==> src/rtl/decode_sequencer_pkg.sv <==
// -----------------------------------------------------------------------------
// decode_sequencer_pkg
// Shared definitions for the decode sequencer slice:
//   - seq_state_e : sequencer occupancy states (EMPTY / HALF / FULL)
//   - LEN_BIT     : bit of a first instruction word that selects 32-bit length
//   - WORD_WIDTH  : width of one fetched instruction word
//   - INSTR_WIDTH : width of the widest assembled instruction
// -----------------------------------------------------------------------------
package decode_sequencer_pkg;

    typedef enum logic [1:0] {
        EMPTY = 2'd0,
        HALF  = 2'd1,
        FULL  = 2'd2
    } seq_state_e;

    localparam int LEN_BIT     = 15;
    localparam int WORD_WIDTH  = 16;
    localparam int INSTR_WIDTH = 32;

endpackage

==> src/rtl/decode_sequencer_insn_length_detect.sv <==
// -----------------------------------------------------------------------------
// insn_length_detect
// Combinational length classifier for a first instruction word.
// Ports:
//   word  : fetched 16-bit word
//   is_32 : 1 when the word opens a 32-bit instruction
// -----------------------------------------------------------------------------
module insn_length_detect
    import decode_sequencer_pkg::*;
(
    input  logic [WORD_WIDTH-1:0] word,
    output logic                  is_32
);

    assign is_32 = word[LEN_BIT];

endmodule

==> src/rtl/decode_sequencer.sv <==
// -----------------------------------------------------------------------------
// decode_sequencer
// Assembles 16-bit fetch words into 16- or 32-bit instructions for the decoder.
// Ports:
//   speedy_clock  : clock, rising edge
//   reset         : synchronous active-high reset
//   fetch_valid / fetch_word / fetch_ready : word stream from fetch
//   flush / flush_addr : drop all partial/held work, restart pointer
//   instr_valid / instr_ready / instr_word / instr_is_32 / instr_addr :
//                   assembled instruction towards the decoder
//   retired_count : number of instruction handshakes (wrapping)
// -----------------------------------------------------------------------------
module decode_sequencer
    import decode_sequencer_pkg::*;
#(
    parameter int ADDR_WIDTH  = 16,
    parameter int COUNT_WIDTH = 16
) (
    input  logic                   speedy_clock,
    input  logic                   reset,
    input  logic                   fetch_valid,
    input  logic [WORD_WIDTH-1:0]  fetch_word,
    output logic                   fetch_ready,
    input  logic                   flush,
    input  logic [ADDR_WIDTH-1:0]  flush_addr,
    output logic                   instr_valid,
    input  logic                   instr_ready,
    output logic [INSTR_WIDTH-1:0] instr_word,
    output logic                   instr_is_32,
    output logic [ADDR_WIDTH-1:0]  instr_addr,
    output logic [COUNT_WIDTH-1:0] retired_count
);

    localparam logic [1:0] ST_EMPTY = EMPTY;
    localparam logic [1:0] ST_HALF  = HALF;
    localparam logic [1:0] ST_FULL  = FULL;

    localparam logic [ADDR_WIDTH-1:0]  ADDR_ONE  = {{(ADDR_WIDTH-1){1'b0}}, 1'b1};
    localparam logic [COUNT_WIDTH-1:0] COUNT_ONE = {{(COUNT_WIDTH-1){1'b0}}, 1'b1};

    logic [1:0]             state_r;
    logic [1:0]             state_s;
    logic [WORD_WIDTH-1:0]  first_word_r;
    logic [WORD_WIDTH-1:0]  first_word_s;
    logic [ADDR_WIDTH-1:0]  first_addr_r;
    logic [ADDR_WIDTH-1:0]  first_addr_s;
    logic [ADDR_WIDTH-1:0]  ptr_r;
    logic [ADDR_WIDTH-1:0]  ptr_s;
    logic [INSTR_WIDTH-1:0] instr_word_r;
    logic                   instr_is_32_r;
    logic [ADDR_WIDTH-1:0]  instr_addr_r;
    logic [COUNT_WIDTH-1:0] retired_count_r;
    logic [COUNT_WIDTH-1:0] retired_count_s;

    logic                   is_32_s;
    logic                   accept_s;
    logic                   consume_s;
    logic                   load_s;
    logic [INSTR_WIDTH-1:0] load_word_s;
    logic                   load_is_32_s;
    logic [ADDR_WIDTH-1:0]  load_addr_s;

    insn_length_detect u_len (
        .word  (fetch_word),
        .is_32 (is_32_s)
    );

    // In FULL the ready is a pass-through of instr_ready so a consume and a
    // new word can share one cycle; reset and flush always block fetch.
    assign fetch_ready = !reset && !flush &&
                         ((state_r != ST_FULL) || instr_ready);
    assign instr_valid = (state_r == ST_FULL);
    assign accept_s    = fetch_valid && fetch_ready;
    assign consume_s   = instr_valid && instr_ready;

    assign instr_word    = instr_word_r;
    assign instr_is_32   = instr_is_32_r;
    assign instr_addr    = instr_addr_r;
    assign retired_count = retired_count_r;

    // Next-state, pointer and output-load decisions for the handshake path.
    always_comb begin
        state_s         = state_r;
        ptr_s           = ptr_r;
        first_word_s    = first_word_r;
        first_addr_s    = first_addr_r;
        load_s          = 1'b0;
        load_word_s     = instr_word_r;
        load_is_32_s    = instr_is_32_r;
        load_addr_s     = instr_addr_r;
        if (consume_s) begin
            retired_count_s = retired_count_r + COUNT_ONE;
        end else begin
            retired_count_s = retired_count_r;
        end

        case (state_r)
            ST_EMPTY, ST_FULL: begin
                // FULL behaves like EMPTY once its instruction is consumed.
                if ((state_r == ST_EMPTY) || consume_s) begin
                    if (accept_s) begin
                        ptr_s = ptr_r + ADDR_ONE;
                        if (is_32_s) begin
                            first_word_s = fetch_word;
                            first_addr_s = ptr_r;
                            state_s      = ST_HALF;
                        end else begin
                            load_s       = 1'b1;
                            load_word_s  = {16'h0000, fetch_word};
                            load_is_32_s = 1'b0;
                            load_addr_s  = ptr_r;
                            state_s      = ST_FULL;
                        end
                    end else begin
                        state_s = ST_EMPTY;
                    end
                end else begin
                    state_s = ST_FULL;
                end
            end
            ST_HALF: begin
                // Second word: its length bit carries no meaning.
                if (accept_s) begin
                    ptr_s        = ptr_r + ADDR_ONE;
                    load_s       = 1'b1;
                    load_word_s  = {first_word_r, fetch_word};
                    load_is_32_s = 1'b1;
                    load_addr_s  = first_addr_r;
                    state_s      = ST_FULL;
                end else begin
                    state_s = ST_HALF;
                end
            end
            default: begin
                state_s = ST_EMPTY;
            end
        endcase
    end

    // State, pointer, counter and instruction registers with reset > flush > handshake.
    always_ff @(posedge speedy_clock) begin
        if (reset) begin
            state_r         <= ST_EMPTY;
            ptr_r           <= '0;
            first_word_r    <= '0;
            first_addr_r    <= '0;
            instr_word_r    <= '0;
            instr_is_32_r   <= 1'b0;
            instr_addr_r    <= '0;
            retired_count_r <= '0;
        end else if (flush) begin
            // Held outputs stay as they are; only the valid (state) drops.
            state_r <= ST_EMPTY;
            ptr_r   <= flush_addr;
        end else begin
            state_r         <= state_s;
            ptr_r           <= ptr_s;
            first_word_r    <= first_word_s;
            first_addr_r    <= first_addr_s;
            retired_count_r <= retired_count_s;
            if (load_s) begin
                instr_word_r  <= load_word_s;
                instr_is_32_r <= load_is_32_s;
                instr_addr_r  <= load_addr_s;
            end else begin
                instr_word_r  <= instr_word_r;
                instr_is_32_r <= instr_is_32_r;
                instr_addr_r  <= instr_addr_r;
            end
        end
    end

endmodule

==> config.mk <==
export PLATFORM = sky130hd
export DESIGN_NAME = decode_sequencer
export DESIGN_NICKNAME = d
export VERILOG_FILES = /design/src/rtl/decode_sequencer_pkg.sv /design/src/rtl/decode_sequencer_insn_length_detect.sv /design/src/rtl/decode_sequencer.sv
export SDC_FILE = /design/constraint.sdc
export NUM_CORES = 1
export LEC_CHECK = 0
export CORE_MARGIN = 4
export CORE_UTILIZATION = 50
export DETAILED_ROUTE_END_ITERATION = 8
export PLACE_DENSITY = 0.79
export RECOVER_POWER = 100
export SLEW_MARGIN = 40
export SYNTH_ARGS = -nofsm -noshare
export SYNTH_HDL_FRONTEND = slang
export SYNTH_SLANG_ARGS = --single-unit
==> constraint.sdc <==
create_clock -name speedy_clock -period 2.8 [get_ports speedy_clock]
set_clock_uncertainty 0.1 [all_clocks]
set_input_delay 0.42 -clock speedy_clock [delete_from_list [all_inputs] [get_ports speedy_clock]]
set_output_delay 0.42 -clock speedy_clock [all_outputs]
set_load 0.03 [all_outputs]
Word-level counts from Yosys, hierarchy flattened
Index checks and enable logic that the tools add are counted.
{"block": "classes", "n_addsub": 2, "n_eq_ne": 8, "muxes": 29, "bitwise_logic": 1, "n_reduce_logical": 17}
{"cell": "two-way mux 32 bit", "n": 4}
{"cell": "two-way mux 16 bit", "n": 7}
{"cell": "case mux 16 bit (2 select lines)", "n": 2}
{"cell": "case mux 32 bit (2 select lines)", "n": 1}
{"cell": "adder 16 x 1 -> 16 bit, second input constant", "n": 2}
{"cell": "!= test 2 bit, second input constant", "n": 5}
{"cell": "two-way mux 1 bit", "n": 8}
{"cell": "two-way mux 2 bit", "n": 4}
{"cell": "AND reduction 7 bit", "n": 1}
{"cell": "AND reduction 5 bit", "n": 1}
{"cell": "logical AND 1 bit", "n": 4}
{"cell": "case mux 1 bit (2 select lines)", "n": 2}
{"cell": "case mux 2 bit (2 select lines)", "n": 1}
{"cell": "AND reduction 2 bit", "n": 2}
{"cell": "OR reduction 2 bit", "n": 2}
{"cell": "!= test 3 bit, second input constant", "n": 1}
{"cell": "nonzero test 3 bit", "n": 1}
{"cell": "== test 2 x 1 -> 1 bit, second input constant", "n": 1}
{"cell": "== test 2 bit, second input constant", "n": 1}
{"cell": "logical NOT 1 bit", "n": 2}
{"cell": "logical NOT 2 bit", "n": 1}
{"cell": "logical OR 1 bit", "n": 2}
{"cell": "nonzero test 2 bit", "n": 1}
{"cell": "inverter 1 bit", "n": 1}
{"block": "totals", "ff_bits": 115, "in_bits": 37, "elab_cells": 65}

Logic depth before layout (Yosys ltp)
{"block": "depth", "ltp_word": 8, "ltp_mapped": 7}

Modules after synthesis
Synthesis repeated with hierarchy kept, for this count alone.
{"block": "unflattened", "hier_cells": 566, "area_unflattened_um2": 4752.1}
{"mod": "decode_sequencer", "n_inst": 1, "cells_each": 565, "area_per_inst_um2": 4744.6}
{"mod": "insn_length_detect", "n_inst": 1, "cells_each": 1, "area_per_inst_um2": 7.5}

Worst setup path after synthesis
OpenSTA, ideal clock, no wires.
{"block": "synth_timing", "path_type": "flip-flop to output port", "start": "reg state_r[1]", "end": "out fetch_ready", "arrival_ps": 1639, "required_ps": 2280, "slack_ps": 641, "path_stages_with_launch": 5, "n_path_buf": 1, "path_cell_list": "dfxtp_1 > buf_2 > inv_1 > nor2_1 > a211oi_1"}
{"block": "synth_via", "elab_chain_len": 3}
{"element": "from (decl)", "line_no": "decode_sequencer.sv:41", "text": "logic [1:0] state_r;"}
{"element": "from (signal assigned)", "line_no": "decode_sequencer.sv:156", "text": "state_r <= state_s;"}
{"element": "!= test 2 bit", "line_no": "decode_sequencer.sv:71", "text": "((state_r != ST_FULL) || instr_ready);"}
{"element": "logical OR 1 bit", "line_no": "decode_sequencer.sv:71"}
{"element": "logical AND 1 bit", "line_no": "decode_sequencer.sv:70", "text": "assign fetch_ready = !reset && !flush &&"}
{"element": "to (decl)", "line_no": "decode_sequencer.sv:23", "text": "output logic fetch_ready,"}
No other way between the ends.

Worst setup path after layout
{"block": "layout_timing", "start": "reg state_r[1]", "end": "out instr_valid"}
{"block": "layout_via", "elab_chain_len": 1}
{"element": "== test 2 bit", "line_no": "decode_sequencer.sv:72", "text": "assign instr_valid = (state_r == ST_FULL);"}
{"element": "to (decl)", "line_no": "decode_sequencer.sv:26", "text": "output logic instr_valid,"}
No other way between the ends.

==> results_dict.tcl <==
set metrics [dict create \
    post-route-period-util 0.945 \
    synth-edff-count 0 \
    crit_slowest_cell "dlygate4sd3_1" \
    crit_fanout 7 \
    yosys_warnings 0 \
    drive_above_1_share 0.0825 \
    hpwlAfterDp_um 8560 \
    yosysUniqueCellTypes 56 \
    fp-row-count 35 \
    dieArea_um2 11200 \
    rsz0062_at_grt "no" \
    multi_input_area_um2 2270 \
    p_leak_nw 2.42 \
    synth-main-ff-cell "dfxtp_1" \
    start_util 0.514 \
    holdCritPathClass "in -> reg" \
    fp.dieW_um 106 \
    path_class "reg -> out" \
    cap_violations 0 \
    post_drt_via_cell_ratio 5.60 \
    clk_pin_slew_ps 60 \
    drv_slew 0 \
    crit_chain "inv_1 -> nor2_1 -> dlygate4sd3_1" \
    max_freq_mhz 378 \
    holdWs_ps 303 \
    cp_top_family "buffers and inverters" \
    final_cell_mix "dfxtp_1 (115), nand2_1 (109), dlygate4sd3_1 (68)" \
    grt_pass1_vias 4468 \
    final_antenna_net_count 0 \
    synth_area_per_cell_um2 8.50 \
    ys_seq_area_frac 0.482 \
    grt.total_usage 0.234 \
    layout_min_cycle_time_ps 2650 \
    grt_pass1_wl_um 21500 \
    root_buffer "clkbuf_8" \
    required_ps 2280 \
    numPortBuffers 103 \
    cts_setup_buffers 0 \
    gp_congestion 0.927 \
    netlist.top_cell.by_area "dfxtp_1" \
    cp_slowest_stage_delay_ps 790 \
    pwr_density_cell_nw_per_um2 645 \
    antenna_found_initial 0 \
    worstSetupStartpointType "flip-flop" \
    clock-sinks 115 \
    crit_arrival_ps 2130 \
    ctsResizeCount 0 \
    yosysTopAreaCellShare 0.482 \
    slew_headroom 0.395 \
    hold_viol 0 \
    drtPass1Iterations 5 \
    synth.area.top_cells "dfxtp_1 (48%), nand2_1 (8.6%), a21oi_1 (6.2%), nor2_1 (4.6%), a211oi_1 (3.3%)" \
    grt_max_degree 95 \
    syn_inst 562 \
    syn-cell-area_um2 4780 \
    peakVddDrop_mv 0.324 \
    finalSetupViolations 0 \
    io_pins 104 \
    fillCellCount 737 \
    wl_per_cell_um 16.0 \
    async_reset_ff_frac 0 \
    cts_max_level 4 \
    ys_ff_latch 115 \
    synth_fp_nets 601 \
    cp-end-kind "output pin" \
    ff_latch_area_um2 2300 \
    utilization 0.710 \
    route.detailed.drc 0 \
    drt-total-wl_um 12900 \
    nets 705 \
    area_growth_pct 38.0 \
    coreArea_um2 9280 \
    setup_tns_ps 0 \
    cts_buffers 17 \
    final_common_cell "dfxtp_1" \
    cts_tree "done" \
    holdBufCountCts 0 \
    antenna_cells 0 \
    clockBufferDepth 2 \
    vias 4524 \
    grt-ovfl-total 0 \
    worst-path-buf-inv 2 \
    dieHeight_um 106 \
    drtIter0Drc 239 \
    status "finished, final reports clean" \
    clock_latency_ps 510 \
    worst-slew-pin-transition_ps 908 \
]
flip-flops by register name (all words and copies together) (netlist names):
signal and flops:
instr_word 32, first_addr_r 16, first_word_r 16, instr_addr 16, ptr_r 16, retired_count 16
state_r 2, instr_is_32 1
worst reg2reg max path: stages (launching register included):
cell and delay [ps]:
dfxtp_1 460, buf_4 220, nor4bb_1 270, clkbuf_1 390, nand2_1 210, or4_1 500
a21oi_1 170
synthesized netlist by cell type, types with 3 or more instances:
master / number
inv_1: 9
clkbuf_1: 31
nor2_1: 58
nand2_1: 109
nor3_1: 5
and3_1: 4
a31oi_1: 6
nand4_1: 11
mux2i_1: 15
o211ai_1: 4
a311oi_1: 4
a211oi_1: 21
a22oi_1: 18
dfxtp_1: 115
a21oi_1: 59
xnor2_1: 5
and4_1: 3
buf_2: 9
nand3_1: 10
and2_1: 4
or4_1: 10
o31ai_1: 4
xor2_1: 7
worst paths after layout:
path,depth (start not counted),slack [ps],to,start
setup / recovery,3,150,instr_valid,state_r[1]
hold / removal,3,300,instr_word[0],reset
setup reg to reg,6,410,retired_count[14],state_r[1]
hold reg to reg,2,350,first_word_r[11],first_word_r[11]
routing by layer:
metal / wire (µm) / vias to the layer above / GRT usage / share of wire
li1: - / 2204 / - / -
met1: 5530 / 2146 / 0.293 / 0.43
met2: 6330 / 155 / 0.393 / 0.49
met3: 795 / 19 / 0.0539 / 0.062
met4: 243 / 0 / 0.0879 / 0.019
met5: 0 / - / 0 / 0
area by class of cell:
class	instances	area share
Sequential cell	115	0.349
Inverter	9	0.00513
Timing Repair Buffer	126	0.181
Clock buffer	19	0.0670
Clock inverter	13	0.0275
Multi-Input combinational cell	397	0.345
Tap cell	129	0.0245
logic make-up (layout without fill, tap and decap cells):
group | count (synthesis) | count (layout) | share of synthesized area
AOI/OAI and AO/OA | 138 | 138 | 0.196
xor gates and xnor gates | 12 | 12 | 0.0220
adders and majority gates | 2 | 2 | 0.00524
buffers and inverters | 50 | 167 | 0.0417
DFF | 115 | 115 | 0.482
muxes | 16 | 16 | 0.0338
and+or+nand+nor | 229 | 229 | 0.219
where the power goes:
group	switching (mW)	internal [mW]	total, mW
Sequential	0.0396	1.68	1.71
Clock	0.764	1.49	2.25
Combinational	0.160	0.122	0.281
per-stage QoR:
step           setup slack [ps]  area [µm²]  total power [mW]  instances
2_1_floorplan               641        4780              1.90        562
5_1_grt                     104        6590              4.37        808
6_report                    154        6590              4.25        808
4_1_cts                     184        6660              4.28        808
3_5_place_dp                122        6040              2.04        776
3_3_place_gp                176        6030              2.03        776
Note: power is estimated with default switching activity, not from simulation.
